<file path="src/rtl/barrel_rotator_left_core.sv">
// Circular left rotator built from log2(WIDTH) shift-by-2^k stages with a registered result.
// Define BARREL_ROTATOR_LEFT_PIPELINE_EN to register data and valid after every stage.
module barrel_rotator_left_core #(
    parameter int WIDTH = 8,
    localparam int WIDTH_LOG2 = $clog2(WIDTH)
) (
    input  logic                  clock,
    input  logic                  resetn,
    input  logic [WIDTH-1:0]      data_in,
    input  logic [WIDTH_LOG2-1:0] rotation,
    input  logic                  valid_in,
    output logic [WIDTH-1:0]      data_out,
    output logic                  valid_out
);

    generate
        if (WIDTH < 2 || (WIDTH & (WIDTH - 1)) != 0) begin : g_bad_width
            $fatal(1, "barrel_rotator_left_core: WIDTH must be a power of two >= 2");
        end
    endgenerate

    // Shift amount is always a stage constant, so this reduces to wiring.
    function automatic logic [WIDTH-1:0] rotl_const(input logic [WIDTH-1:0] x,
                                                    input int unsigned    s);
        return (x << s) | (x >> (WIDTH - s));
    endfunction

    logic [WIDTH-1:0] w_stage [WIDTH_LOG2+1];

    assign w_stage[0] = data_in;

`ifdef BARREL_ROTATOR_LEFT_PIPELINE_EN

    logic [WIDTH_LOG2-1:0] w_rot [WIDTH_LOG2];
    logic [WIDTH_LOG2:0]   w_vld;

    assign w_rot[0] = rotation;
    assign w_vld[0] = valid_in;

    for (genvar k = 0; k < WIDTH_LOG2; k++) begin : g_stage
        logic [WIDTH-1:0] w_next;
        logic [WIDTH-1:0] r_data;
        logic             r_valid;

        // Rotation travels with its operand; bit 0 always selects the current stage.
        assign w_next = w_rot[k][0] ? rotl_const(w_stage[k], 1 << k) : w_stage[k];

        always_ff @(posedge clock or negedge resetn) begin
            if (!resetn) begin
                r_data  <= '0;
                r_valid <= 1'b0;
            end else begin
                r_valid <= w_vld[k];
                if (w_vld[k]) begin
                    r_data <= w_next;
                end
            end
        end

        assign w_stage[k+1] = r_data;
        assign w_vld[k+1]   = r_valid;

        if (k < WIDTH_LOG2 - 1) begin : g_rot
            logic [WIDTH_LOG2-1:0] r_rot;

            always_ff @(posedge clock or negedge resetn) begin
                if (!resetn) begin
                    r_rot <= '0;
                end else if (w_vld[k]) begin
                    r_rot <= w_rot[k] >> 1;
                end
            end

            assign w_rot[k+1] = r_rot;
        end else begin : g_last
            logic w_unused_rot;
            assign w_unused_rot = ^w_rot[k];
        end
    end

    assign data_out  = w_stage[WIDTH_LOG2];
    assign valid_out = w_vld[WIDTH_LOG2];

`else

    logic [WIDTH-1:0] r_data_out;
    logic             r_valid_out;

    for (genvar k = 0; k < WIDTH_LOG2; k++) begin : g_stage
        assign w_stage[k+1] = rotation[k] ? rotl_const(w_stage[k], 1 << k) : w_stage[k];
    end

    always_ff @(posedge clock or negedge resetn) begin
        if (!resetn) begin
            r_data_out  <= '0;
            r_valid_out <= 1'b0;
        end else begin
            r_valid_out <= valid_in;
            if (valid_in) begin
                r_data_out <= w_stage[WIDTH_LOG2];
            end
        end
    end

    assign data_out  = r_data_out;
    assign valid_out = r_valid_out;

`endif

endmodule

</file>
<file path="config.mk">
export PLATFORM = sky130hd
export DESIGN_NAME = barrel_rotator_left_core
export DESIGN_NICKNAME = d
export VERILOG_FILES = /design/src/rtl/barrel_rotator_left_core.sv
export SDC_FILE = /design/constraint.sdc
export NUM_CORES = 1
export LEC_CHECK = 0
export BUFFER_PORTS_ARGS = -buffer_cell sky130_fd_sc_hd__buf_4
export CELL_PAD_IN_SITES_DETAIL_PLACEMENT = 1
export CELL_PAD_IN_SITES_GLOBAL_PLACEMENT = 1
export CORE_MARGIN = 2
export CORE_UTILIZATION = 34
export CTS_CLUSTER_SIZE = 40
export DETAILED_ROUTE_END_ITERATION = 8
export MAX_ROUTING_LAYER = met4
export PLACE_DENSITY_LB_ADDON = 0.1
export SLEW_MARGIN = 20
export SYNTH_ARGS = -nofsm -noshare
export SYNTH_HDL_FRONTEND = slang
export SYNTH_SLANG_ARGS = --single-unit
</file>
<file path="constraint.sdc">
create_clock -name clock -period 1 [get_ports clock]
set_input_delay 0.2 -clock clock [delete_from_list [all_inputs] [get_ports clock]]
set_output_delay 0.2 -clock clock [all_outputs]
set_load 0.02 [all_outputs]
</file>
==> run metrics <==
status=finished, final reports clean; Yosys reg bits=9; Row Count=15; share of layout cells above drive strength 1=0.452; post-route ant nets=0; max-slew violation count=0; WHS Endpoint=valid_out; RD Place Congestion=0.742; Post-Synth XOR/XNOR Area=0; most frequent cell after synthesis=a22oi_1; Die Height=46.1 um; total global routing overflow=0; P&R area growth vs syn=59.3%; CP max-delay cell=dfrtp_1; largest net degree at the start of global routing=18; Hold/Removal Path Class=input pin to register; Core ar.=0.00169 mm^2; Post-synth ARST share=1.00; Die Wd=46.1 um; number of global-route vias before repair=614; Syn Nets=72; layout net count=99; Simple-Gate Fraction of Synth Area=0.121; CP Capture Type=primary output; fmax=1010 MHz; DR pass1 iterations=4; largest cells by area after synthesis=dfrtp_1 (37%), a22oi_1 (20%), mux2i_1 (12%); largest family of logic cells by synthesized area=compound AO/OA/AOI/OAI gates; Hold Fails Final Rpt=0; number of CTS-inserted buffers=3; number of synthesis warnings=0; Area after DPL=860 um^2; Critical Path Max Stage Delay=0.39 ns; Post-Synth Adder-Cell Area=0; Synth Flop Type=dfrtp_1; Finished Layout Cells=101; Distinct cells, synth=12; CTS HTree Levels=1; R2R setup slack=0.06 ns; WL final=1640 um; CTS sink cnt=9; Port Buffer Count=22; post-synth top area share=0.374; Avg WL per Cell=16.2 um; setup slack at placement=-0.282 ns; worst reg-to-reg path cell count=3; worst path bufs/invs=1; CTS max path bufs=2; Static Leakage=0.380 nW; CP arrival=0.79 ns; period utilization=0.987; crit-path max FO=2; 1st-iter DRT viols=20; syn_area_per_cell=10.4 um^2; Initial Util=0.356; peak supply drop=914 uV; Top delay family on crit path=flip-flops; Post-Place Cells=95; Slew headroom=0.810; Mapped Area=602 um^2; count of flip-flops with a built-in enable after synthesis=0; clock latency at the later pin of the worst-skew pair=0.26 ns; sequential-to-total area share from yosys stat=0.374; worst clock skew=0 ns; clock-pin slew on the worst setup and hold paths=0.06 ns; antenna violations before repair=0; Worst R2R End=data_out[3]; DIE AREA=0.00212 mm^2; final setup fails=0; worst r2r src=data_out[3]; final instance area=958 um^2; Fill cells=182; multiplexer share of the synthesized area=0.139; global-route wire length before repair=2780 um; Worst-Margin Slew=0.285 ns; Residual DRC=0; Cell Pwr Density=1260 mW/mm^2; Synth top cells by count=a22oi_1 (16), nor2b_1 (10), dfrtp_1 (9), a31o_1 (7), mux2i_1 (7); Max Cap Viol=0; Mapped Cells=58; min cycle time layout=0.987 ns; global-route usage over all layers=0.199; RSZ-0062 raised after global routing=true; Req. time, crit path=0.80 ns; crit-path cells=buf_6; Cells on Worst Hold Path=1; hold_sp=valid_in; CTS root buf=clkbuf_4; num ports=23; area leader, netlist=dfrtp_1; Compound-Gate Fraction of Synth Area=0.316; CP Class=register to primary output; worst setup margin=0.0126 ns; via count=589; via/cell ratio=5.83; CTS tree=yes; Worst setup SP type=register; # diodes=0
power breakdown:
| group | internal (W) | switching, W |
|---|---|---|
| logic | 0.000258 | 0.000224 |
| clock network | 0.000154 | 0.000129 |
| registers | 0.000409 | 0.0000285 |
| total | 0.000821 | 0.000382 |
layer usage:
layer / routed length, um / track usage / up-vias
met2: 879 / 0.317 / 19
met5: 0 / - / -
met1: 663 / 0.236 / 290
met4: 10 / 0.0514 / 0
met3: 82 / 0.0745 / 2
li1: - / - / 278
timing repair:
item | 4_1_cts | 5_1_grt
setup buffers | 1 | 0
hold buffers | 1 | 0
endpoints found under the hold margin | 9 | 0
endpoints found under the setup margin | 8 | 17
resized for setup | 8 | 4
pin swaps | 0 | 0
placed cells by master, fill, tap and decap left out:
master and n:
mux2i_4 8, a31o_1 7, clkbuf_1 1, dfrtp_1 9, a22oi_1 16, and2_1 1
nor2_1 1, a31o_2 1, buf_6 10, dlygate4sd3_1 1, buf_4 16, nor2b_1 10
clkbuf_4 3
through the flow:
stage | util | hold slack, ns | TNS [ns] | power, W
2_1_floorplan | - | -0.0956 | -0.269 | 0.000696
3_3_place_gp | 0.509 | 0.0317 | -1.99 | 0.000864
3_5_place_dp | 0.509 | 0.0324 | -2.06 | 0.000868
4_1_cts | 0.553 | 0.156 | -0.00446 | 0.00121
5_1_grt | 0.567 | 0.165 | -0.140 | 0.00128
6_report | 0.567 | 0.164 | 0 | 0.00120
layout make-up:
| type | count | area, um^2 | share of cell area |
|---|---|---|---|
| Timing Repair Buffer | 27 | 243 | 0.253 |
| Tap cell | 17 | 21.3 | 0.0222 |
| Multi-Input combinational cell | 44 | 443 | 0.462 |
| Sequential cell | 9 | 225 | 0.235 |
| Clock buffer | 4 | 26.3 | 0.0274 |
sequential cells by signal, summed over array words and instances, names as in the netlist:
signal / count
data_out: 8
valid_out: 1
worst max path at each step:
stage / from / end / slack (ns) / depth (start not counted)
global route: data_out[0] / data_out[0] / -0.03 / 1
floorplan: rotation[1] / data_out[4] / -0.05 / 4
global placement: rotation[1] / data_out[4] / -0.28 / 4
finish: data_out[0] / data_out[0] / 0.01 / 1
detailed placement: rotation[1] / data_out[4] / -0.28 / 4
CTS: data_out[0] / data_out[0] / -0.004 / 1
cells by family after synthesis:
kind of cell / Yosys count
compound gates: 24
buf+inv: 5
flops: 9
mux: 8
simple gates: 12
(Power assumes the default switching activity.)
